File: src/rtl/integrator_threshold_detector.sv
// rtl/integrator_threshold_detector.sv - hysteresis threshold detector with dwell qualifier and timestamped event register
module integrator_threshold_detector #(
  parameter int ACC_W   = 16,
  parameter int DWELL_W = 8,
  parameter int TS_W    = 16
) (
  input  logic               clk,
  input  logic               rst,
  input  logic               enable,
  input  logic [ACC_W-1:0]   acc_in,
  input  logic [ACC_W-1:0]   thr_hi,
  input  logic [ACC_W-1:0]   thr_lo,
  input  logic [DWELL_W-1:0] dwell_cycles,
  output logic               level_out,
  output logic               evt_valid,
  input  logic               evt_ready,
  output logic               evt_dir,
  output logic [ACC_W-1:0]   evt_value,
  output logic [TS_W-1:0]    evt_timestamp,
  output logic               evt_overrun,
  input  logic               clr_overrun
);

  typedef enum logic [1:0] {
    S_LOW    = 2'd0,
    S_ARM_HI = 2'd1,
    S_HIGH   = 2'd2,
    S_ARM_LO = 2'd3
  } state_t;

  state_t             state_q, state_d;
  logic [DWELL_W-1:0] cnt_q, cnt_d;
  logic [TS_W-1:0]    ts_q, ts_d;
  logic               level_q, level_d;

  logic               evt_valid_q, evt_valid_d;
  logic               evt_dir_q, evt_dir_d;
  logic [ACC_W-1:0]   evt_value_q, evt_value_d;
  logic [TS_W-1:0]    evt_ts_q, evt_ts_d;
  logic               overrun_q, overrun_d;

  // Comparator and dwell helpers
  logic               above;
  logic               below;
  logic [DWELL_W-1:0] dwell_eff;
  logic               dwell_is_one;
  logic [DWELL_W:0]   cnt_inc;
  logic               dwell_reached;
  logic               fire;
  logic               fire_dir;
  logic               load_evt;
  logic               drop_evt;
  logic               xfer;

  assign above        = $signed(acc_in) > $signed(thr_hi);
  assign below        = $signed(acc_in) < $signed(thr_lo);
  assign dwell_eff    = (dwell_cycles == '0) ? DWELL_W'(1) : dwell_cycles;
  assign dwell_is_one = (dwell_eff == DWELL_W'(1));
  // cnt+1 is formed one bit wider so a live dwell lowered below cnt still counts as reached
  assign cnt_inc       = {1'b0, cnt_q} + {{DWELL_W{1'b0}}, 1'b1};
  assign dwell_reached = (cnt_inc >= {1'b0, dwell_eff});

  // Hysteresis FSM next-state: arm on the first sample beyond threshold, fire once the dwell is met
  always_comb begin
    state_d  = state_q;
    cnt_d    = cnt_q;
    fire     = 1'b0;
    fire_dir = 1'b0;
    if (enable) begin
      case (state_q)
        S_LOW: begin
          if (above) begin
            if (dwell_is_one) begin
              state_d  = S_HIGH;
              fire     = 1'b1;
              fire_dir = 1'b1;
            end else begin
              state_d = S_ARM_HI;
              cnt_d   = DWELL_W'(1);
            end
          end
        end
        S_ARM_HI: begin
          if (above) begin
            if (dwell_reached) begin
              state_d  = S_HIGH;
              cnt_d    = '0;
              fire     = 1'b1;
              fire_dir = 1'b1;
            end else begin
              cnt_d = cnt_inc[DWELL_W-1:0];
            end
          end else begin
            state_d = S_LOW;
            cnt_d   = '0;
          end
        end
        S_HIGH: begin
          if (below) begin
            if (dwell_is_one) begin
              state_d  = S_LOW;
              fire     = 1'b1;
              fire_dir = 1'b0;
            end else begin
              state_d = S_ARM_LO;
              cnt_d   = DWELL_W'(1);
            end
          end
        end
        S_ARM_LO: begin
          if (below) begin
            if (dwell_reached) begin
              state_d  = S_LOW;
              cnt_d    = '0;
              fire     = 1'b1;
              fire_dir = 1'b0;
            end else begin
              cnt_d = cnt_inc[DWELL_W-1:0];
            end
          end else begin
            state_d = S_HIGH;
            cnt_d   = '0;
          end
        end
        default: begin
          state_d = S_LOW;
          cnt_d   = '0;
        end
      endcase
    end
  end

  // Level follows the side of the hysteresis band the FSM is settling on
  always_comb begin
    level_d = (state_d == S_HIGH) || (state_d == S_ARM_LO);
  end

  // Free-running timestamp, frozen while the stage is disabled
  always_comb begin
    ts_d = ts_q;
    if (enable) begin
      ts_d = ts_q + TS_W'(1);
    end
  end

  // Single-entry event register: a transfer frees the slot in the same cycle a new event may load
  always_comb begin
    xfer        = evt_valid_q & evt_ready;
    load_evt    = fire & (~evt_valid_q | evt_ready);
    drop_evt    = fire & evt_valid_q & ~evt_ready;
    evt_valid_d = evt_valid_q;
    evt_dir_d   = evt_dir_q;
    evt_value_d = evt_value_q;
    evt_ts_d    = evt_ts_q;
    if (load_evt) begin
      evt_valid_d = 1'b1;
      evt_dir_d   = fire_dir;
      evt_value_d = acc_in;
      evt_ts_d    = ts_q;
    end else if (xfer) begin
      evt_valid_d = 1'b0;
    end
  end

  // Sticky overrun: a drop in the same cycle as a clear keeps the flag set
  always_comb begin
    overrun_d = overrun_q;
    if (drop_evt) begin
      overrun_d = 1'b1;
    end else if (clr_overrun) begin
      overrun_d = 1'b0;
    end
  end

  // Comparator state, dwell count, level and timestamp registers
  always_ff @(posedge clk or posedge rst) begin
    if (rst) begin
      state_q <= S_LOW;
      cnt_q   <= '0;
      level_q <= 1'b0;
      ts_q    <= '0;
    end else begin
      state_q <= state_d;
      cnt_q   <= cnt_d;
      level_q <= level_d;
      ts_q    <= ts_d;
    end
  end

  // Event output register and overrun flag
  always_ff @(posedge clk or posedge rst) begin
    if (rst) begin
      evt_valid_q <= 1'b0;
      evt_dir_q   <= 1'b0;
      evt_value_q <= '0;
      evt_ts_q    <= '0;
      overrun_q   <= 1'b0;
    end else begin
      evt_valid_q <= evt_valid_d;
      evt_dir_q   <= evt_dir_d;
      evt_value_q <= evt_value_d;
      evt_ts_q    <= evt_ts_d;
      overrun_q   <= overrun_d;
    end
  end

  assign level_out     = level_q;
  assign evt_valid     = evt_valid_q;
  assign evt_dir       = evt_dir_q;
  assign evt_value     = evt_value_q;
  assign evt_timestamp = evt_ts_q;
  assign evt_overrun   = overrun_q;

endmodule

File: config.mk
export PLATFORM = sky130hd
export DESIGN_NAME = integrator_threshold_detector
export DESIGN_NICKNAME = d
export VERILOG_FILES = /design/src/rtl/integrator_threshold_detector.sv
export SDC_FILE = /design/constraint.sdc
export NUM_CORES = 1
export LEC_CHECK = 0
export CELL_PAD_IN_SITES_DETAIL_PLACEMENT = 1
export CELL_PAD_IN_SITES_GLOBAL_PLACEMENT = 1
export CORE_ASPECT_RATIO = 1.2
export CORE_UTILIZATION = 38
export CTS_BUF_LIST = sky130_fd_sc_hd__clkbuf_16
export CTS_CLUSTER_SIZE = 14
export DETAILED_ROUTE_END_ITERATION = 8
export PLACE_DENSITY_LB_ADDON = 0.1
export SYNTH_ARGS = -nofsm -noshare
export SYNTH_HDL_FRONTEND = slang
export SYNTH_SLANG_ARGS = --single-unit
File: constraint.sdc
create_clock -name clk -period 3.75 [get_ports clk]
set_input_delay 0.5625 -clock clk [delete_from_list [all_inputs] [get_ports clk]]
set_output_delay 0.5625 -clock clk [all_outputs]
set_load 0.01 [all_outputs]
==> results of run 1 <==
## cell usage after synthesis, types with 2 or more instances
cell type	n	area [µm²]
dfrtp_1	62	1550
inv_1	51	191
ha_1	41	513
mux2_4	30	450
o21ai_0	16	80.1
nand2_1	15	56.3
nor2_1	15	56.3
xnor2_1	15	131
nand4_1	12	75.1
and3_1	8	50.1
nand3_1	8	40.0
a21oi_1	7	35.0
mux2i_1	7	70.1
xor2_1	6	52.6
a21o_1	5	37.5
a31oi_1	4	25.0
mux2_2	4	45.0
nand2b_1	4	25.0
nor3_1	4	20.0
buf_12	3	60.1
clkbuf_1	3	11.3
nor2b_1	3	18.8
o211ai_1	3	22.5
or2b_2	3	26.3
a211oi_1	2	15.0
and4_1	2	17.5
nor4_1	2	12.5
## area by class of cell
cell class	count	share of cell area (%)
Multi-Input combinational cell	231	38.2
Sequential cell	62	29.3
Timing Repair Buffer	102	19.7
Clock buffer	9	4.25
Inverter	51	3.61
Tap cell	123	2.90
Clock inverter	7	2.15
## flip-flops by register name, indices dropped and copies added, names as in the netlist
signal         count
ts_q              16
state_q            2
evt_timestamp     16
evt_valid          1
evt_value         16
evt_overrun        1
evt_dir            1
level_out          1
cnt_q              8
## critical path, stage by stage, from the launching register on
cell,delay (ns)
dfrtp_1,0.41
ha_1,0.27
and3_1,0.18
and3_1,0.22
xnor2_1,0.19
ha_1,0.27
and3_1,0.21
a221o_1,0.31
a31oi_1,0.18
o211ai_1,0.12
and3_1,0.25
nand3b_4,0.23
buf_12,0.17
mux2_2,0.34
## cell families (layout without fill, tap and decap cells)
kind of cell,Yosys count,in the layout,synth area share (%)
simple gates,81,81,11.9
compound gates,47,47,7.99
buf+inv,57,169,6.84
flops,62,62,40.4
mux,41,41,14.7
fa+ha+maj,41,41,13.4
xor+xnor,21,21,4.79
## metrics by stage
step                      cell area, µm²  instances  hold slack (ns)
after floorplan                     3840        350            0.442
final                               5300        585            0.465
after global routing                5300        585            0.498
after global placement              4960        569            0.460
after CTS                           5300        585            0.472
after detailed placement            4960        569            0.460
## layer usage
| layer | up-vias | routed length, µm | track usage, % |
|---|---|---|---|
| li1 | 1432 | - | - |
| met1 | 1453 | 4340 | 25.4 |
| met2 | 61 | 4850 | 33.1 |
| met3 | 8 | 345 | 3.12 |
| met4 | 0 | 115 | 6.46 |
| met5 | - | 0 | 0 |
## power groups by stage
stage | clock, µW | combinational, µW | sequential [µW]
4_1_cts | 978 | 1080 | 1020
3_5_place_dp | 0 | 1060 | 1030
2_1_floorplan | 0 | 540 | 1060
6_report | 959 | 1060 | 1020
3_3_place_gp | 0 | 1040 | 1030
5_1_grt | 1010 | 1160 | 1050
## worst min-delay path by stage
stage               cells after the start  slack (ns)  startpoint        to
floorplan                               1        0.44    ts_q[15]  ts_q[15]
global placement                        1        0.46    ts_q[15]  ts_q[15]
detailed placement                      1        0.46    ts_q[15]  ts_q[15]
CTS                                     1        0.47    ts_q[15]  ts_q[15]
global route                            1        0.50    ts_q[15]  ts_q[15]
finish                                  1        0.47    ts_q[15]  ts_q[15]
==> impl_results.md, run 1 <==
* DRC at 0
* Layout Utilization at ~55%
* Total CTS buffers at 9
* Comb pwr share at a little over a third
* Worst r2r path cells at 13
* Seq. cell area at 0.00155 mm²
* Sequential Power Share at 33.6%
* Clock power frac at a little under a third
* Post-Synthesis Cells at 350
* Final clock skew at just under 0.009 ns
* CP Data Required Time at around 4.0 ns
* Internal cell power at around 2200 µW
* Io pins at 97
* DP Wirelength at 7.30 mm
* Crit Path Category: reg -> reg
* Initial DRT Pass Iterations at 4
* Post-synth EDFFs at 0
* Antenna Cells at 0
* Root Buffer: clkbuf_16
* Endpoint class of the critical path: flip-flop
* Commonest non-fill, non-tap cell in the layout: clkdlybuf4s50_1
* First-pass GRT wire length at 15.9 mm
* Largest net degree at the start of global routing at 36
* GRT Total Usage at 19.6%
* Sw Ratio at 29.1%
* Fillcell total at 1037
* Post-cts hold buffer count at 0
* Net Sw Power at 886 µW
* Static Leak at 0.00262 µW
* # nets final at 559
* DIE WIDTH at 93.8 µm
* Critical path data arrival time at about 3.7 ns
* Initial antenna violation count at 0
* HP Class: reg -> reg
* Post-Syn Area per Cell at 11.0 µm²
* Fin. max-slew vios at 0
* R2r setup slk at 0.27 ns
* DR vias at 2954
* Worst r2r src: cnt_q[0]
* Synth unique cells at 42
* RR Endpoint: evt_timestamp[0]
* RSZ-0062 raised after global routing: no
* Fmax at 288 MHz
* Initial Util at 39.7%
* Final Cycle Share at 92.7%
* Syn_nets at 452
* Status: finished, final reports clean
* I/O Buffers at 96
* Drt total wl at 9.65 mm
* Peak supply drop at 339 µV
* Slack of the critical path at 0.275 ns
* Seq/Total Area, Yosys at about two fifths
* Ys async rst share at 100%
* Worst slack, placed at 0.0115 ns
* Antenna viol nets, final at 0
* Most frequent cells in the layout: clkdlybuf4s50_1, dfrtp_1, inv_1
* Min Tclk post-route at 3.48 ns
* Clock sinks at just over 60
* Worst-Margin Slew at 0.625 ns
* CTS tree: yes
* Vias per cell at 5.05
* Die span in y at 112 µm
* Synthesized area at ~0.0038 mm²
* Clk_lat worst skew at 0.33 ns
* Main synth FF type: dfrtp_1
* H-tree depth at 3
* Total gr overflow at 0
* Max_slew headroom at between 50% and 60%
* Crit path to: evt_timestamp[0]
* Routability cong. at slightly below 0.8
* CP startpoint: cnt_q[0]
* Count of final setup violators at 0
* Clock Path Buffers at 2
* Die area at between 0.01 and 0.015 mm²
* Initial drt markers at approximately 130
* CP startpoint kind: flip-flop
* Setup_tns at 0 ns
* Worst-path fanout max at 8
* DR WL/cell at 16.5 µm
* Power density cells at around 570 mW/mm²
* Multi-input gate area at 0.00202 mm²
* Vias in the first global route at ~3200
* Clock transition at path regs at 0.06 ns
* Row count at 39
* Post-CTS Resized at 0
* Core Area at ~0.0097 mm²
* Reported max-cap violation count at 0
* Layout cells sized above 1 at 13.9%
* Synthesis-stage register bit count at 62
* Final Hold Viols at 0
* Post-route total power at 3050 µW
* Synth warnings at 0
* P&R area growth vs syn at 38.2%
* Setup bufs post-CTS at 0
(Power assumes the default switching activity.)
==> inputs of run 2 (changes only) <==
- CORE_ASPECT_RATIO: 1.2 -> not set
==> run 2 against run 1 <==
Utilization down 0.93 points. Clock skew is 0.0014 ns lower. Sequential cell count unchanged. Combinational power barely moved. Highest routed layer unchanged. Sequential share of layout area increased by 0.16 points. Worst hold slack improved by 0.0030 ns. Critical endpoint is now evt_timestamp[1]. Largest power group unchanged. Final area decreased by 0.54%. Die area barely moved. Fmax up 1.7%. Sequential power about the same. First-iteration DRC count down 54%.
==> impl_results.md, run 2 (same netlist as run 1, synthesis figures left out) <==
* Vias per cell at 5.04
* I/O Buffers at between 90 and 100
* Final Cycle Share at between 90% and 100%
* Initial drt markers at 60
* CTS tree: yes
* Clock sinks at 62
* Clock transition at path regs at 0.06 ns
* Fin. max-slew vios at 0
* Core Area at 0.00977 mm²
* Worst r2r src: cnt_q[1]
* CP startpoint kind: flip-flop
* Peak supply drop at 381 µV
* Post-cts hold buffer count at 0
* Layout cells sized above 1 at approximately 14%
* Sequential Power Share at approximately 34%
* DRC at 0
* Routability cong. at 0.791
* Final clock skew at just over 0.007 ns
* Fmax at 293 MHz
* Static Leak at between 0.002 and 0.003 µW
* Min Tclk post-route at about 3.4 ns
* DIE WIDTH at 103 µm
* CP Data Required Time at roughly 4 ns
* Initial antenna violation count at 0
* DR WL/cell at around 16 µm
* Die span in y at 103 µm
* Drt total wl at 9.49 mm
* Largest net degree at the start of global routing at 47
* GRT Total Usage at 19.6%
* Placed Instances at 578
* Vias in the first global route at 3191
* Io pins at 97
* Clk_lat worst skew at approximately 0.33 ns
* Crit Path Category: reg -> reg
* R2r setup slk at 0.33 ns
* Final Hold Viols at 0
* Antenna Cells at 0
* Reported max-cap violation count at 0
* Post-CTS Resized at 0
* Comb pwr share at a little over a third
* Most frequent cells in the layout: clkdlybuf4s50_1, dfrtp_1, inv_1
* Commonest non-fill, non-tap cell in the layout: clkdlybuf4s50_1
* H-tree depth at 3
* First-pass GRT wire length at 15.4 mm
* Sw Ratio at 30.2%
* Post-route cell area at 0.00528 mm²
* Worst-Margin Slew at around 0.6 ns
* Total CTS buffers at 9
* Root Buffer: clkbuf_16
* HP Class: reg -> reg
* Initial Util at 39.3%
* Power density cells at 569 mW/mm²
* Placed cell area at 0.00494 mm²
* RSZ-0062 raised after global routing: no
* Critical path data arrival time at 3.63 ns
* DR vias at 2991
* Clock power frac at between 30% and 40%
* P&R area growth vs syn at 37.4%
* Count of final setup violators at 0
* Worst-path fanout max at 19
* Net Sw Power at 906 µW
* DP Wirelength at about 7.2 mm
* Antenna viol nets, final at 0
* Die area at 0.0105 mm²
* Setup bufs post-CTS at 0
* Row count at 36
* # nets final at ~560
* Max_slew headroom at between 50% and 60%
* Final Non-Filler Cells at ~590
* Clock Path Buffers at 2
* CP startpoint: cnt_q[1]
* Internal cell power at 2100 µW
* Total gr overflow at 0
* Status: finished, final reports clean
* Hold Path Origin: ts_q[15]
* Initial DRT Pass Iterations at 4
* Endpoint class of the critical path: flip-flop
-- run 2: cell types whose count changed in the layout (fill, tap and decap cells not counted), sizes merged --
cell	delta
buf	-1
bufinv	-1
inv	+2
clkinv	-1
-- run 2: final timing paths --
| kind | end | cells past startpoint |
|---|---|---|
| worst max-delay path | evt_timestamp[1] | 13 |
| max in group asynchronous | cnt_q[7] | 3 |
| worst max register to register | evt_timestamp[1] | 13 |
| worst min register to register | ts_q[15] | 1 |
| min in group asynchronous | evt_overrun | 2 |
| worst min-delay path | ts_q[15] | 1 |
-- run 2: cell type report --
cell class | instances | area, µm²
sequential | 62 | 1550
fill | 1072 | 4500
inverter | 51 | 191
multi-input combinational | 231 | 2020
tap | 133 | 166
clock inverter | 7 | 105
clock buffer | 9 | 225
timing repair buffer | 101 | 1010
-- run 2: critical path: stages, from the launching register on --
cell and delay [ns]:
dfrtp_1 0.41, ha_1 0.25, and3_1 0.19, and3_1 0.24, xnor2_1 0.14, ha_1 0.31
and3_1 0.21, a221o_1 0.31, a31oi_1 0.18, o211ai_1 0.12, and3_1 0.25, nand3b_4 0.13
buf_12 0.20, mux2_2 0.36
-- run 2: power groups by stage --
| stage | Combinational, µW | Sequential (µW) | Clock, µW |
|---|---|---|---|
| final | 1060 | 1020 | 924 |
| after global placement | 1030 | 1020 | 0 |
| after global routing | 1160 | 1050 | 977 |
| after floorplan | 540 | 1060 | 0 |
| after CTS | 1080 | 1020 | 951 |
| after detailed placement | 1060 | 1030 | 0 |
-- run 2: per-layer routing --
metal	part of all wire, %	GRT usage [%]
met2	50	33.3
met5	0	0
met4	0.63	5.27
met3	5.2	5.97
met1	44	24.0
-- run 2: stage by stage --
| step | worst slack [ns] | hold slack [ns] | TNS, ns | total power (µW) | utilization [%] |
|---|---|---|---|---|---|
| detailed placement | -0.0263 | 0.469 | -0.0584 | 2090 | 50.6 |
| global route | 0.180 | 0.495 | 0 | 3190 | 54.0 |
| global placement | 0.0895 | 0.459 | 0 | 2050 | 50.6 |
| CTS | 0.319 | 0.476 | 0 | 3050 | 54.0 |
| floorplan | 0.541 | 0.442 | 0 | 1600 | - |
| finish | 0.333 | 0.468 | 0 | 3000 | 54.0 |
